<file path="src/rtl/uart_mmio_bridge_if.sv">
// Bus bundle between the CPU data port / UART PHY (master side) and the
// memory-mapped UART bridge (slave side).
interface uart_mmio_bridge_if;
  // Handshake semantics: ram_en marks a single-cycle access that the bridge
  // always accepts in that same cycle (no backpressure, no ready); read data
  // is combinational in that cycle. rx_ready is a level meaning "byte held",
  // and rx_clear acknowledges it combinationally in the same cycle.
  logic        ram_en;
  logic        ram_write_en;
  logic [31:0] ram_addr;
  logic [31:0] ram_data_i;
  logic [3:0]  ram_select;
  logic        uart_sel;
  logic [31:0] uart_rdata;

  logic        tx_start;
  logic [7:0]  tx_data;
  logic        tx_busy;
  logic        rx_ready;
  logic [7:0]  rx_data;
  logic        rx_clear;

  modport master (
    output ram_en, ram_write_en, ram_addr, ram_data_i, ram_select,
    output tx_busy, rx_ready, rx_data,
    input  uart_sel, uart_rdata, tx_start, tx_data, rx_clear
  );

  modport slave (
    input  ram_en, ram_write_en, ram_addr, ram_data_i, ram_select,
    input  tx_busy, rx_ready, rx_data,
    output uart_sel, uart_rdata, tx_start, tx_data, rx_clear
  );
endinterface

</file>
<file path="src/rtl/uart_mmio_bridge.sv">
// Memory-mapped UART bridge: data/status registers, a small RX FIFO with a
// sticky overrun flag, and a start-pulse sequencer for the transmitter.
module uart_mmio_bridge #(
  parameter logic [31:0] DATA_ADDR = 32'hBFD003F8,
  parameter logic [31:0] STAT_ADDR = 32'hBFD003FC,
  parameter int          RX_DEPTH  = 4
) (
  input  logic               clk,
  input  logic               rst,
  uart_mmio_bridge_if.slave  bus,
  output logic [1:0]         dbg_state
);

  localparam int PW = $clog2(RX_DEPTH);
  localparam logic [PW:0] FULL_COUNT = RX_DEPTH[PW:0];

  typedef enum logic [1:0] {
    IDLE  = 2'd0,
    START = 2'd1,
    GAP   = 2'd2,
    DRAIN = 2'd3
  } tx_state_e;

  // Address decode
  logic hit_data;
  logic hit_stat;
  logic data_rd;
  logic stat_rd;
  logic data_wr;

  assign hit_data     = (bus.ram_addr == DATA_ADDR);
  assign hit_stat     = (bus.ram_addr == STAT_ADDR);
  assign bus.uart_sel = bus.ram_en && (hit_data || hit_stat);
  assign data_rd      = bus.ram_en && !bus.ram_write_en && hit_data;
  assign stat_rd      = bus.ram_en && !bus.ram_write_en && hit_stat;
  assign data_wr      = bus.ram_en && bus.ram_write_en && hit_data;

  logic unused_bus;
  assign unused_bus = ^{bus.ram_select, bus.ram_data_i[31:8]};

  // RX FIFO
  logic [7:0]    mem [RX_DEPTH];
  logic [PW-1:0] rptr;
  logic [PW-1:0] wptr;
  logic [PW:0]   count;
  logic          overrun;
  logic          empty;
  logic          full;
  logic          pop;
  logic          push;
  logic          ov_set;

  assign empty  = (count == '0);
  assign full   = (count == FULL_COUNT);
  assign pop    = data_rd && !empty;
  // A full FIFO still accepts a byte when the same cycle frees an entry.
  assign push   = bus.rx_ready && (!full || pop);
  assign ov_set = bus.rx_ready && full && !pop;
  assign bus.rx_clear = bus.rx_ready;

  always_ff @(posedge clk or negedge rst) begin
    if (!rst) begin
      rptr    <= '0;
      wptr    <= '0;
      count   <= '0;
      overrun <= 1'b0;
    end else begin
      if (push) wptr <= wptr + 1'b1;
      if (pop)  rptr <= rptr + 1'b1;
      case ({push, pop})
        2'b10:   count <= count + 1'b1;
        2'b01:   count <= count - 1'b1;
        default: count <= count;
      endcase
      // Set wins over the clear-on-status-read.
      if (ov_set)       overrun <= 1'b1;
      else if (stat_rd) overrun <= 1'b0;
    end
  end

  always_ff @(posedge clk) begin
    if (push) mem[wptr] <= bus.rx_data;
  end

  // TX sequencer
  tx_state_e  state;
  tx_state_e  state_next;
  logic       tx_pending;
  logic [7:0] tx_hold;
  logic [7:0] tx_data_q;
  logic       tx_ready;
  logic       enter_start;

  assign tx_ready = (state == IDLE) && !tx_pending && !bus.tx_busy;

  always_comb begin
    state_next  = state;
    enter_start = 1'b0;
    case (state)
      IDLE: begin
        if (tx_pending && !bus.tx_busy) begin
          state_next  = START;
          enter_start = 1'b1;
        end
      end
      START:   state_next = GAP;
      GAP:     state_next = DRAIN;
      DRAIN:   if (!bus.tx_busy) state_next = IDLE;
      default: state_next = IDLE;
    endcase
  end

  always_ff @(posedge clk or negedge rst) begin
    if (!rst) begin
      state      <= IDLE;
      tx_pending <= 1'b0;
      tx_hold    <= '0;
      tx_data_q  <= '0;
    end else begin
      state <= state_next;
      if (data_wr && tx_ready) begin
        tx_hold    <= bus.ram_data_i[7:0];
        tx_pending <= 1'b1;
      end else if (enter_start) begin
        tx_pending <= 1'b0;
      end
      if (enter_start) tx_data_q <= tx_hold;
    end
  end

  // tx_start decodes straight from state so reset kills it asynchronously.
  assign bus.tx_start = (state == START);
  assign bus.tx_data  = tx_data_q;
  assign dbg_state    = state;

  always_comb begin
    bus.uart_rdata = '0;
    if (stat_rd) begin
      bus.uart_rdata = {29'b0, overrun, !empty, tx_ready};
    end else if (data_rd && !empty) begin
      bus.uart_rdata = {24'b0, mem[rptr]};
    end
  end

endmodule
</file>
<file path="src/flat_wrapper.sv">
// flat-port wrapper written by rule: the top's interface ports become plain ports
module uart_mmio_bridge_flat 
#(
  parameter logic [31:0] DATA_ADDR = 32'hBFD003F8,
  parameter logic [31:0] STAT_ADDR = 32'hBFD003FC,
  parameter int          RX_DEPTH  = 4
)
  (clk, rst, dbg_state, bus_ram_en, bus_ram_write_en, bus_ram_addr, bus_ram_data_i, bus_ram_select, bus_tx_busy, bus_rx_ready, bus_rx_data, bus_uart_sel, bus_uart_rdata, bus_tx_start, bus_tx_data, bus_rx_clear);
  uart_mmio_bridge_if bus_i ();
  input  logic clk;
  input  logic rst;
  output logic [1:0] dbg_state;
  input wire logic [$bits(bus_i.ram_en)-1:0] bus_ram_en;
  input wire logic [$bits(bus_i.ram_write_en)-1:0] bus_ram_write_en;
  input wire logic [$bits(bus_i.ram_addr)-1:0] bus_ram_addr;
  input wire logic [$bits(bus_i.ram_data_i)-1:0] bus_ram_data_i;
  input wire logic [$bits(bus_i.ram_select)-1:0] bus_ram_select;
  input wire logic [$bits(bus_i.tx_busy)-1:0] bus_tx_busy;
  input wire logic [$bits(bus_i.rx_ready)-1:0] bus_rx_ready;
  input wire logic [$bits(bus_i.rx_data)-1:0] bus_rx_data;
  output wire logic [$bits(bus_i.uart_sel)-1:0] bus_uart_sel;
  output wire logic [$bits(bus_i.uart_rdata)-1:0] bus_uart_rdata;
  output wire logic [$bits(bus_i.tx_start)-1:0] bus_tx_start;
  output wire logic [$bits(bus_i.tx_data)-1:0] bus_tx_data;
  output wire logic [$bits(bus_i.rx_clear)-1:0] bus_rx_clear;
  assign bus_i.ram_en = bus_ram_en;
  assign bus_i.ram_write_en = bus_ram_write_en;
  assign bus_i.ram_addr = bus_ram_addr;
  assign bus_i.ram_data_i = bus_ram_data_i;
  assign bus_i.ram_select = bus_ram_select;
  assign bus_i.tx_busy = bus_tx_busy;
  assign bus_i.rx_ready = bus_rx_ready;
  assign bus_i.rx_data = bus_rx_data;
  assign bus_uart_sel = bus_i.uart_sel;
  assign bus_uart_rdata = bus_i.uart_rdata;
  assign bus_tx_start = bus_i.tx_start;
  assign bus_tx_data = bus_i.tx_data;
  assign bus_rx_clear = bus_i.rx_clear;
  uart_mmio_bridge #(.DATA_ADDR(DATA_ADDR), .STAT_ADDR(STAT_ADDR), .RX_DEPTH(RX_DEPTH)) u_core (.clk(clk), .rst(rst), .bus(bus_i), .dbg_state(dbg_state));
endmodule
</file>
<file path="config.mk">
export PLATFORM = sky130hd
export DESIGN_NAME = uart_mmio_bridge_flat
export DESIGN_NICKNAME = d
export VERILOG_FILES = /design/src/rtl/uart_mmio_bridge_if.sv /design/src/rtl/uart_mmio_bridge.sv /design/src/flat_wrapper.sv
export SDC_FILE = /design/constraint.sdc
export NUM_CORES = 1
export LEC_CHECK = 0
export ABC_AREA = 1
export CELL_PAD_IN_SITES_DETAIL_PLACEMENT = 1
export CELL_PAD_IN_SITES_GLOBAL_PLACEMENT = 2
export CORE_ASPECT_RATIO = 0.5
export CORE_MARGIN = 4
export CORE_UTILIZATION = 27
export DETAILED_ROUTE_END_ITERATION = 16
export PLACE_DENSITY_LB_ADDON = 0.1
export SYNTH_ARGS = -nofsm -noshare
export SYNTH_HDL_FRONTEND = slang
export SYNTH_SLANG_ARGS = --single-unit
</file>
<file path="constraint.sdc">
create_clock -name clk -period 4.2 [get_ports clk]
set_input_delay 0.84 -clock clk [delete_from_list [all_inputs] [get_ports clk]]
set_output_delay 0.84 -clock clk [all_outputs]
set_load 0.03 [all_outputs]
</file>
* Word-level counts from Yosys, hierarchy flattened *
Memory sizes are Yosys's and may differ from the RTL's.
Cells that the tools add are included.

cells by class
  add/sub/neg operators = 4
  eq/ne operators = 10
  multiplexer cells = 14
  reductions and logical operators = 28

operator list
  kind                    count
  $eq A32 B32 Y1 const B  2
  $mux W32                1
  $logic_and A1 B1 Y1     14
  $mux W1                 8
  $mux W8                 1
  $pmux W2 S4             1
  $eq A2 B2 Y1 const B    3
  $logic_not A1 Y1        6
  $pmux W3 S2             1
  $reduce_bool A2 Y1      3
  $add A2 B1 Y2 const B   2
  $eq A2 B1 Y1 const B    2
  $mux W2                 2
  $ne A2 B2 Y1 const B    2
  $add A3 B1 Y3 const B   1
  $eq A3 B3 Y1 const B    1
  $logic_not A3 Y1        1
  $sub A3 B1 Y3 const B   1
  $logic_not A2 Y1        1
  $logic_or A1 B1 Y1      2
  $reduce_and A2 Y1       1

storage, ports and cells
  flip-flop bits (word level) = 27
  RAM bits = 32
  input bits = 82
  output and inout bits = 45
  logic and storage cells = 65
  memories kept = 1

memories
  name        depth  bits a word  read ports  clocked after Yosys merged registers in  write ports  line                    text
  u_core.mem  4      8            1           0                                        1            uart_mmio_bridge.sv:42  logic [7:0] mem [RX_DEPTH];

* Depth between registers and ports, before layout *
  depth after elaboration = 8
  depth in mapped cells = 14
  gate-level depth less buffers = 14

* Worst setup path after synthesis *
Ideal clock, no wire load.

  kind = input to output
  start = in bus_ram_addr[11]
  end = out bus_uart_rdata[3]
  data arrival time = 2.245 ns
  data required time = 3.360 ns
  path slack = 1.115 ns
  stages on the path = 5
  buffers on the path = 0
  cells stage by stage = nor2_1 -> nand4_2 -> nor2_4 -> nand4_4 -> a221oi_1

between the ends
  word-level cells in the longest chain between the ends = 5
  elaborated cells on any way between the ends = 7
  classes of those cells = 2 x eq/ne; 2 x mux; 3 x reduce/logical

ends and longest elaborated chain
  element              line                     text
  start, declared      flat_wrapper.sv:15       input wire logic [$bits(bus_i.ram_addr)-1:0] bus_ram_addr;
  $eq A32 B32 Y1       uart_mmio_bridge.sv:31   assign hit_data = (bus.ram_addr == DATA_ADDR);
  $logic_and A1 B1 Y1  uart_mmio_bridge.sv:34   assign data_rd = bus.ram_en && !bus.ram_write_en && hit_data;
  $logic_and A1 B1 Y1  uart_mmio_bridge.sv:140  end else if (data_rd && !empty) begin
  $mux W8              uart_mmio_bridge.sv:140
  $mux W32 (*)         uart_mmio_bridge.sv:138  if (stat_rd) begin
  end, declared        flat_wrapper.sv:22       output wire logic [$bits(bus_i.uart_rdata)-1:0] bus_uart_rdata;

Every way passes the cells marked *; elsewhere a longest branch is shown, timed or not.

* Final worst setup path *
  start = in bus_ram_addr[24]
  end = out bus_uart_rdata[1]

Same word-level chain as after synthesis.

==> results.ini <==
[cts]
ctsResizeCount=0
numCtsBuffers=9
cts.clk_slew.worst_paths_ps=50
clk_path_buf_depth=2
postCtsSetupBuffers=0
cts_tree=built
clk-insertion-delay-late_ps=330
cts_htree_levels=3
postCtsHoldBufs=0
cts_root_buf=clkbuf_16
cts.sinks=59

[routing]
first_pass_iters=4
vias=2437
drc=0
routedWlPerCell_um=14.4
wl_um=8080
viasPerCell=4.33
ant_nets=0
drtIter0Drc=98

[power]
pwr_density_cell_nw_per_um2=428
cellLeakagePower_nw=1.95
vdd_drop_max_mv=0.200

[timing]
min_period_ps=4000
rsz0062_at_grt=no
finalHoldViolations=0
fmax_mhz=250
setup_violations=0
fin_crit_sh=0.952
fin_skew_ps=7.94
tns_ps=0
tightest_slew_ps=714
maxSlewViolCount=0
max_slew_margin=0.523

[critical_path]
crit_buf_inv=3
crit_path_end_kind=output pin
critPathLaunch=bus_ram_addr[24]
cpPeakStageDelay_ps=710
rrSetupSlack_ps=2070
r2r_end=u_core.tx_hold[7]
critPathKind=in -> out
start_kind=input port
crit_slowest_cell=clkdlybuf4s50_1
worstPathCellList=clkdlybuf4s50_1 -> nand2_1 -> nor2_1 -> nand2_1 -> inv_1 -> nand2_1 -> nor3_1 -> nand2_1 -> o21ai_0 -> clkdlybuf4s50_1
regToRegStartpoint=u_core.dbg_state[0]
r2r_cells=7
cp_common_cell=nand2_1
cp_max_fo=3
critPathTopFamily=buffers and inverters
cp_num_cells=10
cp.required_ps=3360
worstPathArrival_ps=3160
crit_path_end=bus_uart_rdata[1]

[global_route]
grt_max_degree=28
overflow=0
grt_pass1_wl_um=13200
grt_pass1_vias=2608
antenna_found_initial=1
track_usage=0.127

[floorplanning]
dieArea_um2=13300
fp.dieH_um=83.7
io_pins=127
die_x_um=159
start_util=0.279
rows=27
coreArea_um2=11100

[placed_design]
place.gp.congestion=0.692
port_buffers=74
hpwlAfterDp_um=6050

[job]
max_cap_viol_count=0

[worst_hold_path]
whs_path_depth=2
hold_class=reg -> reg

[final_layout]
antenna_cells=0
utilization=0.381
nNetsFinal=504
area_growth_pct=36.4
drive_above_1_share=0.0957

[yosys]
ys_seq_elements=59
synth_area_um2=3100
synth.distinct_cells=30
syn_inst=330
ys_warn_count=0
synth.avg_cell_area_um2=9.38
synth.yosys.seq_area_share=0.529

[outcome]
status=completed

==> worst min path at each step <==
stage / from / endpoint / slack (ps)
floorplan: u_core.tx_hold[0] / u_core.bus.tx_data[0] / 440
global placement: u_core.tx_hold[6] / u_core.bus.tx_data[6] / 450
detailed placement: u_core.tx_hold[2] / u_core.bus.tx_data[2] / 460
CTS: u_core.tx_hold[2] / u_core.bus.tx_data[2] / 480
global route: u_core.tx_hold[1] / u_core.bus.tx_data[1] / 510
finish: u_core.tx_hold[2] / u_core.bus.tx_data[2] / 470
==> state kept, by name, indices dropped and copies added (netlist names), 2 cells and up <==
register            flops
u_core.rptr             2
u_core.tx_hold          8
u_core.dbg_state        2
u_core.wptr             2
u_core.mem             32
u_core.count            3
u_core.bus.tx_data      8
==> cell families after synthesis <==
logic type	Yosys count	share of synthesized area
simple gates	140	0.211
other cells	1	0.00121
xor+xnor	3	0.00849
compound gates	35	0.0651
fa+ha+maj	9	0.0388
flops	59	0.529
mux	7	0.0226
buf+inv	76	0.124
==> synth_stat cells (all sizes together) <==
| master | number | share of area |
|---|---|---|
| a21oi | 11 | 0.019 |
| a221oi | 5 | 0.014 |
| buf | 28 | 0.066 |
| clkbuf | 2 | 0.0024 |
| conb | 1 | 0.0012 |
| dfrtp | 27 | 0.22 |
| edfxtp | 32 | 0.31 |
| fa | 1 | 0.0065 |
| ha | 8 | 0.032 |
| inv | 46 | 0.056 |
| mux2i | 7 | 0.023 |
| nand2 | 80 | 0.10 |
| nand3 | 11 | 0.021 |
| nand4 | 7 | 0.023 |
| nor2 | 38 | 0.057 |
| nor3 | 4 | 0.0065 |
| o21ai | 16 | 0.026 |
| o22ai | 3 | 0.0061 |
| xor2 | 3 | 0.0085 |
==> layout make-up <==
type	count	area, um^2
clock buffers	9	225
clock inverters	7	68.8
fillers	1271	6860
inverters	46	173
multi-input cells	218	1160
flip-flops and latches	59	1640
well taps	145	181
repair buffers	79	778
==> where the power goes <==
| group | switching [mW] | internal [mW] | leakage [nW] |
|---|---|---|---|
| sequential | 0.0318 | 0.707 | 0.648 |
| combinational | 0.217 | 0.131 | 1.16 |
| clock | 0.263 | 0.456 | 0.143 |
==> layout by cell type (no fill, tap or decap), types with 2 or more instances in the layout <==
cell type	instances
nand2_1	76
clkdlybuf4s50_1	74
inv_1	45
edfxtp_1	32
nor2_1	29
dfrtp_1	27
conb_1	24
o21ai_0	15
a21oi_1	10
nand3_1	9
clkbuf_16	9
ha_1	8
nor2_2	7
mux2i_1	7
a221oi_1	5
buf_4	5
nand4_1	4
nor3_1	4
o22ai_1	3
xor2_1	3
nand2_2	2
nor2_4	2
nand4_2	2
nand3_2	2
nand2_4	2
clkinv_4	2
clkinv_2	2
==> metal layers <==
layer  global-route usage  routed length (um)
met5                    0                  13
met1                0.141                3490
met2                0.220                3940
met4               0.0354                  69
met3               0.0617                 564
==> stage by stage <==
step	setup slack, ps	power, mW	hold WS, ps	instances	area (um^2)
finish	203	1.81	471	563	4220
global route	50.0	1.92	511	563	4220
CTS	155	1.84	479	563	4220
detailed placement	169	1.11	460	547	3930
global placement	204	1.08	454	547	3930
floorplan	1120	0.972	442	353	3180
==> tightest hold or removal path: stages, from the launching register on <==
cell     delay [ps]
dfrtp_1         340
nand2_1          50
nand2_1          50
(Power assumes the default switching activity.)
